$ cat src/rtl/rv32i_run_monitor.sv
// rv32i_run_monitor
//   Watches the fetch-stage PC stream of the RV32I pipeline. It does five things:
//   - counts fetched instructions;
//   - classifies each PC into one of NUM_REGIONS address windows;
//   - records non-sequential PC changes in a first-word-fall-through trace FIFO;
//   - detects a hang (PC stuck) and end-of-program;
//   - runs a fixed pipeline drain before it reports done.
//
// Handshakes:
//   i_pc_valid is a qualifier only; the monitor never back-pressures fetch.
//   The trace FIFO head is offered while o_trace_valid=1 and is popped on a
//   clock edge where o_trace_valid && i_trace_ready.
//
// Ports:
//   clk, rst            clock, synchronous active-low reset
//   i_start             start/restart monitoring (from IDLE, DONE or HANG)
//   i_pc_valid, i_pc    fetched PC qualifier and value
//   i_region_lo/hi      packed inclusive window bounds, entry k at [k*XLEN +: XLEN]
//   o_state             0=IDLE 1=RUN 2=DRAIN 3=DONE 4=HANG (debug/state view)
//   o_inst_count        saturating fetched-PC count since start
//   o_region_idx/hit    window of the last valid PC (lowest matching index)
//   o_done, o_hang      state decodes
//   o_end_reached       DONE was entered because PC reached END_PC
//   o_trace_*           trace FIFO head, level, sticky overflow; i_trace_ready pops
module rv32i_run_monitor #(
   parameter int XLEN         = 32,
   parameter int NUM_REGIONS  = 8,
   parameter int MAX_INST     = 34,
   parameter int DRAIN_CYCLES = 6,
   parameter int STALL_LIMIT  = 10,
   parameter int END_PC       = 304,
   parameter int TRACE_DEPTH  = 8,
   localparam int RW = (NUM_REGIONS > 1) ? $clog2(NUM_REGIONS) : 1,
   localparam int PW = $clog2(TRACE_DEPTH),
   localparam int LW = PW + 1
) (
   input  logic                        clk,
   input  logic                        rst,
   input  logic                        i_start,
   input  logic                        i_pc_valid,
   input  logic [XLEN-1:0]             i_pc,
   input  logic [NUM_REGIONS*XLEN-1:0] i_region_lo,
   input  logic [NUM_REGIONS*XLEN-1:0] i_region_hi,
   output logic [2:0]                  o_state,
   output logic [31:0]                 o_inst_count,
   output logic [RW-1:0]               o_region_idx,
   output logic                        o_region_hit,
   output logic                        o_done,
   output logic                        o_hang,
   output logic                        o_end_reached,
   output logic                        o_trace_valid,
   input  logic                        i_trace_ready,
   output logic [XLEN-1:0]             o_trace_from,
   output logic [XLEN-1:0]             o_trace_to,
   output logic [LW-1:0]               o_trace_level,
   output logic                        o_trace_overflow
);

   typedef enum logic [2:0] {
      ST_IDLE  = 3'd0,
      ST_RUN   = 3'd1,
      ST_DRAIN = 3'd2,
      ST_DONE  = 3'd3,
      ST_HANG  = 3'd4
   } state_t;

   state_t            state_q, state_d;
   logic [31:0]       inst_count_q, inst_count_d;
   logic [31:0]       stall_cnt_q, stall_cnt_d;
   logic [31:0]       drain_cnt_q, drain_cnt_d;
   logic [XLEN-1:0]   prev_pc_q, prev_pc_d;
   logic              have_prev_q, have_prev_d;
   logic              end_reached_q, end_reached_d;
   logic [RW-1:0]     region_idx_q, region_idx_d;
   logic              region_hit_q, region_hit_d;

   logic [2*XLEN-1:0] mem_q [TRACE_DEPTH];
   logic [PW-1:0]     wr_ptr_q, wr_ptr_d;
   logic [PW-1:0]     rd_ptr_q, rd_ptr_d;
   logic [LW-1:0]     level_q, level_d;
   logic              overflow_q, overflow_d;

   logic              match_hit;
   logic [RW-1:0]     match_idx;
   logic              stall_hit;
   logic              jump;
   logic              push;
   logic              pop;
   logic              full;
   logic              push_acc;
   logic              clear_fifo;

   // Next-state and datapath updates.
   always_comb begin
      state_d       = state_q;
      inst_count_d  = inst_count_q;
      stall_cnt_d   = stall_cnt_q;
      drain_cnt_d   = drain_cnt_q;
      prev_pc_d     = prev_pc_q;
      have_prev_d   = have_prev_q;
      end_reached_d = end_reached_q;
      region_idx_d  = region_idx_q;
      region_hit_d  = region_hit_q;
      clear_fifo    = 1'b0;
      push          = 1'b0;
      match_hit     = 1'b0;
      match_idx     = '0;

      // Scan downwards so the lowest matching window wins.
      for (int k = NUM_REGIONS - 1; k >= 0; k--) begin
         if ((i_region_lo[k*XLEN +: XLEN] <= i_pc) && (i_pc <= i_region_hi[k*XLEN +: XLEN])) begin
            match_hit = 1'b1;
            match_idx = RW'(k);
         end
      end
      if (i_pc_valid) begin
         region_hit_d = match_hit;
         region_idx_d = match_idx;
      end

      // PC 0 is treated as "not yet fetching", so holding it never counts as a stall.
      stall_hit = have_prev_q && (i_pc == prev_pc_q) && (prev_pc_q != '0);
      jump      = i_pc_valid && have_prev_q && (i_pc != prev_pc_q + XLEN'(4)) && (i_pc != prev_pc_q);

      case (state_q)
         ST_IDLE, ST_DONE, ST_HANG: begin
            if (i_start) begin
               state_d       = ST_RUN;
               inst_count_d  = '0;
               stall_cnt_d   = '0;
               drain_cnt_d   = '0;
               have_prev_d   = 1'b0;
               end_reached_d = 1'b0;
               clear_fifo    = 1'b1;
            end
         end
         ST_RUN: begin
            if (i_pc_valid) begin
               if (inst_count_q != 32'hFFFF_FFFF) inst_count_d = inst_count_q + 32'd1;
               stall_cnt_d = stall_hit ? stall_cnt_q + 32'd1 : 32'd0;
               prev_pc_d   = i_pc;
               have_prev_d = 1'b1;
               push        = jump;
               // The hang test deliberately uses the count from before this cycle.
               if (stall_cnt_q > 32'(STALL_LIMIT)) begin
                  state_d = ST_HANG;
               end else if (i_pc >= XLEN'(END_PC)) begin
                  state_d       = ST_DONE;
                  end_reached_d = 1'b1;
               end else if (inst_count_d == 32'(MAX_INST)) begin
                  state_d     = ST_DRAIN;
                  drain_cnt_d = '0;
               end
            end
         end
         ST_DRAIN: begin
            if (drain_cnt_q == 32'(DRAIN_CYCLES - 1)) state_d = ST_DONE;
            else drain_cnt_d = drain_cnt_q + 32'd1;
            if (i_pc_valid) begin
               if (inst_count_q != 32'hFFFF_FFFF) inst_count_d = inst_count_q + 32'd1;
               stall_cnt_d = stall_hit ? stall_cnt_q + 32'd1 : 32'd0;
               prev_pc_d   = i_pc;
               have_prev_d = 1'b1;
               push        = jump;
            end
         end
         default: state_d = ST_IDLE;
      endcase
   end

   // Trace FIFO control. A push into a full FIFO survives only if the head leaves on the same edge.
   always_comb begin
      full       = (level_q == LW'(TRACE_DEPTH));
      pop        = (level_q != '0) && i_trace_ready;
      push_acc   = push && (!full || pop);
      wr_ptr_d   = wr_ptr_q;
      rd_ptr_d   = rd_ptr_q;
      level_d    = level_q;
      overflow_d = overflow_q;
      if (clear_fifo) begin
         wr_ptr_d   = '0;
         rd_ptr_d   = '0;
         level_d    = '0;
         overflow_d = 1'b0;
      end else begin
         if (push_acc) wr_ptr_d = wr_ptr_q + PW'(1);
         if (pop) rd_ptr_d = rd_ptr_q + PW'(1);
         if (push_acc && !pop) level_d = level_q + LW'(1);
         else if (pop && !push_acc) level_d = level_q - LW'(1);
         if (push && full && !pop) overflow_d = 1'b1;
      end
   end

   always_ff @(posedge clk) begin
      if (!rst) begin
         state_q       <= ST_IDLE;
         inst_count_q  <= '0;
         stall_cnt_q   <= '0;
         drain_cnt_q   <= '0;
         prev_pc_q     <= '0;
         have_prev_q   <= 1'b0;
         end_reached_q <= 1'b0;
         region_idx_q  <= '0;
         region_hit_q  <= 1'b0;
         wr_ptr_q      <= '0;
         rd_ptr_q      <= '0;
         level_q       <= '0;
         overflow_q    <= 1'b0;
      end else begin
         state_q       <= state_d;
         inst_count_q  <= inst_count_d;
         stall_cnt_q   <= stall_cnt_d;
         drain_cnt_q   <= drain_cnt_d;
         prev_pc_q     <= prev_pc_d;
         have_prev_q   <= have_prev_d;
         end_reached_q <= end_reached_d;
         region_idx_q  <= region_idx_d;
         region_hit_q  <= region_hit_d;
         wr_ptr_q      <= wr_ptr_d;
         rd_ptr_q      <= rd_ptr_d;
         level_q       <= level_d;
         overflow_q    <= overflow_d;
      end
   end

   // Storage needs no reset; level_q qualifies every read.
   always_ff @(posedge clk) begin
      if (rst && push_acc) mem_q[wr_ptr_q] <= {prev_pc_q, i_pc};
   end

   assign o_state          = state_q;
   assign o_inst_count     = inst_count_q;
   assign o_region_idx     = region_idx_q;
   assign o_region_hit     = region_hit_q;
   assign o_done           = (state_q == ST_DONE);
   assign o_hang           = (state_q == ST_HANG);
   assign o_end_reached    = end_reached_q;
   assign o_trace_valid    = (level_q != '0);
   assign o_trace_from     = mem_q[rd_ptr_q][2*XLEN-1:XLEN];
   assign o_trace_to       = mem_q[rd_ptr_q][XLEN-1:0];
   assign o_trace_level    = level_q;
   assign o_trace_overflow = overflow_q;

endmodule

$ cat config.mk
export PLATFORM = sky130hd
export DESIGN_NAME = rv32i_run_monitor
export DESIGN_NICKNAME = d
export VERILOG_FILES = /design/src/rtl/rv32i_run_monitor.sv
export SDC_FILE = /design/constraint.sdc
export NUM_CORES = 2
export LEC_CHECK = 0
export ABC_AREA = 1
export CAP_MARGIN = 20
export CORE_AREA = 5 5 329 331
export CTS_BUF_LIST = sky130_fd_sc_hd__clkbuf_8 sky130_fd_sc_hd__clkbuf_16
export DETAILED_ROUTE_END_ITERATION = 8
export DIE_AREA = 0 0 334 336
export PLACE_DENSITY = 0.62
export SLEW_MARGIN = 20
export SYNTH_ARGS = -nofsm -noshare
export SYNTH_HDL_FRONTEND = slang
export SYNTH_SLANG_ARGS = --single-unit
$ cat constraint.sdc
create_clock -name clk -period 22.3 [get_ports clk]
set_clock_uncertainty 0.05 [all_clocks]
set_input_delay 2.23 -clock clk [delete_from_list [all_inputs] [get_ports clk]]
set_output_delay 2.23 -clock clk [all_outputs]
set_load 0.02 [all_outputs]
# [Word level (Yosys, flattened, before mapping)]
# Memories as Yosys holds them, arrays and structs flattened. A register that Yosys moved wholly into a read port is not among the register bits.
# Index checks and enable logic that the tools add are counted.
[word_totals] ram_bits=512 regBits=148 n_memories=1 input_bits=549
[mem_list] memory="mem_q" depth=8 word_bits=64 rd=1 rd_ports_with_merged_regs=1 write_ports=1 line="77" text="logic [2*XLEN-1:0] mem_q [TRACE_DEPTH];"
[classes] n_eq_ne=22 n_addsub=8 n_mux=55 order_cmp=18 n_reduce_logical=40 n_bitwise=1
[ops] cell="<= comparator 32 bit" count=16
[ops] cell="2-to-1 mux 32 bit" count=12
[ops] cell="one-hot mux 32 bit (3 select lines)" count=2
[ops] cell="adder 32 x 1 -> 32 bit, second input constant" count=3
[ops] cell="inequality test 32 bit" count=2
[ops] cell="one-hot mux 32 bit (2 select lines)" count=1
[ops] cell="2-to-1 mux 3 bit" count=16
[ops] cell="adder 32 x 3 -> 32 bit, second input constant" count=1
[ops] cell="== test 32 x 3 -> 1 bit, second input constant" count=1
[ops] cell="== test 32 bit" count=1
[ops] cell="== test 32 x 6 -> 1 bit, second input constant" count=1
[ops] cell=">= comparator 32 x 9 -> 1 bit, second input constant" count=1
[ops] cell="greater-than comparator 32 x 4 -> 1 bit, second input constant" count=1
[ops] cell="inequality test 32 bit, second input constant" count=1
[ops] cell="nonzero test 32 bit" count=1
[ops] cell="logical AND 1 bit" count=20
[ops] cell="2-to-1 mux 1 bit" count=19
[ops] cell="inequality test 2 bit, second input constant" count=9
[ops] cell="one-hot mux 3 bit (3 select lines)" count=1
[ops] cell="2-to-1 mux 4 bit" count=2
[ops] cell="AND reduction 4 bit" count=2
[ops] cell="AND reduction 7 bit" count=1
[ops] cell="adder 3 x 1 -> 3 bit, second input constant" count=2
[ops] cell="== test 3 x 2 -> 1 bit, second input constant" count=2
[ops] cell="20 further kinds" count=26

# [Longest topological paths before layout]
[depth] ltp_word=11 mapped_depth=25 ltp_nobuf=25

# [Least setup slack after synthesis]
# Ideal clock, no wire load.
[synth_timing] path_kind="input to register" startpoint="input i_pc[4]" endpoint="memory mem_q[2][0] (netlist name) (enable)" arrival_ns=7.683 required_time_ns=21.685 path_stages=12 setup_ns=0.565 path_slack_ns=14.002 path_cell_list="inv_1 > nand2_1 > nand2_1 > xnor2_1 > a21oi_1 > nand3b_1 > nor2_1 > nand4_1 > nor2_1 > nand3_1 > nand4_1 > nor3_1"
[synth_between] elab_chain_cells=9 word_cells_on_any_way=10 classes_between="eq/ne: 2; mux: 4; reduce/logical: 4"
[synth_lines] element="start, declared" line="41" text="input logic [XLEN-1:0] i_pc,"
[synth_lines] element="inequality test 32 bit" line="123" text="jump = i_pc_valid && have_prev_q && (i_pc != prev_pc_q + XLEN'(4)) && (i_pc != prev_pc_q);"
[synth_lines] element="logical AND 1 bit" line="123"
[synth_lines] element="logical AND 1 bit (*)" line="123"
[synth_lines] element="2-to-1 mux 1 bit (*)" line="138, 159"
[synth_lines] element="2-to-1 mux 1 bit (*)"
[synth_lines] element="logical AND 1 bit (*)" line="175" text="push_acc = push && (!full || pop);"
[synth_lines] element="logical AND 1 bit (*)" line="228" text="if (rst && push_acc) mem_q[wr_ptr_q] <= {prev_pc_q, i_pc};"
[synth_lines] element="2-to-1 mux 1 bit (*)" line="228"
[synth_lines] element="2-to-1 mux 1 bit (not written as such) (*)" line="228"
[synth_lines] element="end, declared" line="77"
# Every way passes the cells marked *; elsewhere a longest branch is shown, timed or not.

==> impl_metrics.json <==
{
  "status": "complete, no violations",
  "met2_wirelength_um": 78900,
  "worstPathCellList": "buf_4 -> buf_4 -> o21ai_0 -> o22ai_1 -> nor2_1 -> a31oi_1 -> clkdlybuf4s50_1",
  "cts_tree": "yes",
  "fin_area_mm2": 0.0524,
  "hold_viol_final": 0,
  "timing.setup.tns_ps": 0,
  "yosysSeqAreaShare_pct": 44.1,
  "synth_area_per_cell_um2": 8.63,
  "required_ps": 20020,
  "layout_common_cells": "757 x nand2_1, 675 x nor2_1, 654 x clkdlybuf4s50_1, 528 x inv_1, 524 x ha_1",
  "drtIter0Drc": 2864,
  "antenna_found_initial": 51,
  "slowest_delay_ps": 920,
  "die-width_um": 334,
  "place_congestion": 0.967,
  "drt_wl_total_um": 162000,
  "cts_sinks": 663,
  "vdd_drop_max_v": 0.0000741,
  "drv_cap": 0,
  "worstMarginPinSlew_ps": 1130,
  "crit_path_frequent_cell": "buf_4",
  "track_usage_pct": 27.6,
  "cts-resized-gates": 0,
  "hpwl_um": 121000,
  "die_h_um": 336,
  "vias_per_cell": 5.38,
  "final_common_cell": "nand2_1",
  "highest_layer": "met5",
  "critPathKind": "flip-flop to primary output",
  "syn2layout_area_growth_pct": 25.6,
  "crit_fanout": 99,
  "slew_violations": 0,
  "ios": 661,
  "drive_gt1_share_pct": 4.33,
  "initial_core_util_pct": 39.8,
  "syn_inst": 4829,
  "ys_async_sr_fraction_pct": 0,
  "cp.buffers_inverters": 3,
  "ant_nets": 0,
  "yosysUniqueCellTypes": 52,
  "ys.flop_type": "edfxtp_1",
  "nNetsFinal": 6546,
  "post-cts-setup-buffer-count": 0,
  "rsz0062_at_grt": "no",
  "cts-root-buf": "clkbuf_16",
  "power.leakage_nw": 21.3,
  "syn_area_mm2": 0.0417,
  "route.met3.wl_um": 9370,
  "core_area_mm2": 0.105,
  "grt_pass1_wl_um": 231000,
  "synth_edf_count": 512,
  "wire_per_inst_um": 23.3,
  "max_freq_mhz": 139,
  "drc": 0,
  "setup_viol": 0,
  "dieArea_mm2": 0.112,
  "yosysWarnings": 0,
  "hold_ws_ps": 414,
  "postPlaceCellArea_mm2": 0.0499,
  "crit_slowest_cell": "buf_4",
  "grt_pass1_vias": 35500,
  "p_total_mw": 4.20,
  "p_per_area_mw_per_mm2": 80.1,
  "worstHoldPathType": "flip-flop to flip-flop",
  "route.vias.total": 37400,
  "wl_met1_um": 64200,
  "clk_pin_slew_worst_paths_ps": 60,
  "arrival_ps": 4940,
  "portBuffers": 660,
  "postCtsHoldBufs": 0,
  "synth.net_count": 5903,
  "fin_crit_sh_pct": 32.4,
  "ys_ff_latch": 663,
  "end_kind": "primary output",
  "clock_path_buffers": 3,
  "min_period_ps": 7220,
  "critPathLaunchType": "flip-flop",
  "cts_made_buffers": 69,
  "slew_headroom_pct": 24.6,
  "overflow": 0,
  "grt_max_degree": 104,
  "insertion_delay_ps": 630,
  "num_rows": 119,
  "dr.pass1.iters": 6,
  "htreeDepth": 3,
  "critical-path-top-delay-family": "buffers and inverters"
}
[final cells by class]
class                      instances  area (um2)
timing repair buffer             715        6990
antenna                           34        85.1
fill                            9874       52400
sequential                       663       18400
inverter                         524        1980
tap                             1391        1740
multi-input combinational       3499       20800
clock inverter                    45         459
clock buffer                      78        1910
[cells by family after synthesis]
| logic type | after synthesis | synth area share, % |
|---|---|---|
| simple gates | 1868 | 19.0 |
| compound gates | 1011 | 13.0 |
| buf+inv | 667 | 6.09 |
| flops | 663 | 44.1 |
| fa+ha+maj | 525 | 15.8 |
| xor+xnor | 95 | 2.00 |
[stage by stage]
step	setup slack (ps)	cells	utilization [%]
final	15080	6949	50.0
after global routing	14800	6947	50.0
after floorplan	14000	4829	-
after CTS	14950	6915	49.9
after global placement	15680	6792	47.6
after detailed placement	15620	6792	47.6
[Yosys cell counts, drive strengths merged (2+ instances only)]
| master | number | area share [%] |
|---|---|---|
| buf | 19 | 0.26 |
| a31oi | 66 | 0.99 |
| xnor2 | 39 | 0.82 |
| o22ai | 65 | 0.98 |
| or2 | 19 | 0.29 |
| clkbuf | 124 | 1.1 |
| o21bai | 5 | 0.090 |
| nor3b | 8 | 0.14 |
| a21oi | 420 | 5.1 |
| nor2 | 688 | 6.3 |
| o211ai | 16 | 0.29 |
| nand4 | 92 | 1.4 |
| xor2 | 56 | 1.2 |
| nor4 | 43 | 0.65 |
| nand3b | 14 | 0.25 |
| nand2 | 773 | 7.1 |
| inv | 523 | 4.7 |
| ha | 524 | 16 |
| o21ai | 391 | 4.7 |
| a211oi | 3 | 0.054 |
| a21o | 6 | 0.11 |
| o31ai | 2 | 0.036 |
| nand3 | 149 | 1.9 |
| a31o | 2 | 0.042 |
| edfxtp | 512 | 37 |
| o21a | 24 | 0.43 |
| nor3 | 80 | 1.0 |
| o221ai | 5 | 0.11 |
| dfxtp | 151 | 7.3 |
[power breakdown]
group          switching, mW  internal (mW)
clock network          0.494          0.701
registers              0.145           1.40
logic                  0.900          0.554
total                   1.54           2.66
[path summary, 6_finish.rpt]
| path | from | to | slack [ps] | cells after the start |
|---|---|---|---|---|
| min reg2reg | have_prev_q | have_prev_q | 410 | 2 |
| max reg2reg | prev_pc_q[4] | mem_q[2][6] | 17710 | 13 |
| min | have_prev_q | have_prev_q | 410 | 2 |
| max | flip-flop | o_trace_from[23] | 15080 | 7 |
[tightest hold or removal path, cell delays in order, from the launching register on]
cell and delay (ps):
dfxtp_1 310, nand2_1 60, a21oi_1 50
[flip-flops by register name, summed over array words and instances, names as in the netlist, named ones only]
register / cells
have_prev_q: 1
o_region_hit: 1
o_end_reached: 1
stall_cnt_q: 32
wr_ptr_q: 3
prev_pc_q: 32
o_trace_level: 4
o_region_idx: 3
o_trace_overflow: 1
rd_ptr_q: 3
o_inst_count: 32
mem_q: 512
o_state: 3
drain_cnt_q: 32
[layer usage]
| metal | vias to the layer above | global-route usage, % |
|---|---|---|
| li1 | 18000 | - |
| met1 | 17700 | 33.3 |
| met2 | 1240 | 48.2 |
| met3 | 319 | 4.37 |
| met4 | 22 | 13.4 |
| met5 | - | 0 |
No activity file was read; power rests on OpenSTA's default activity.
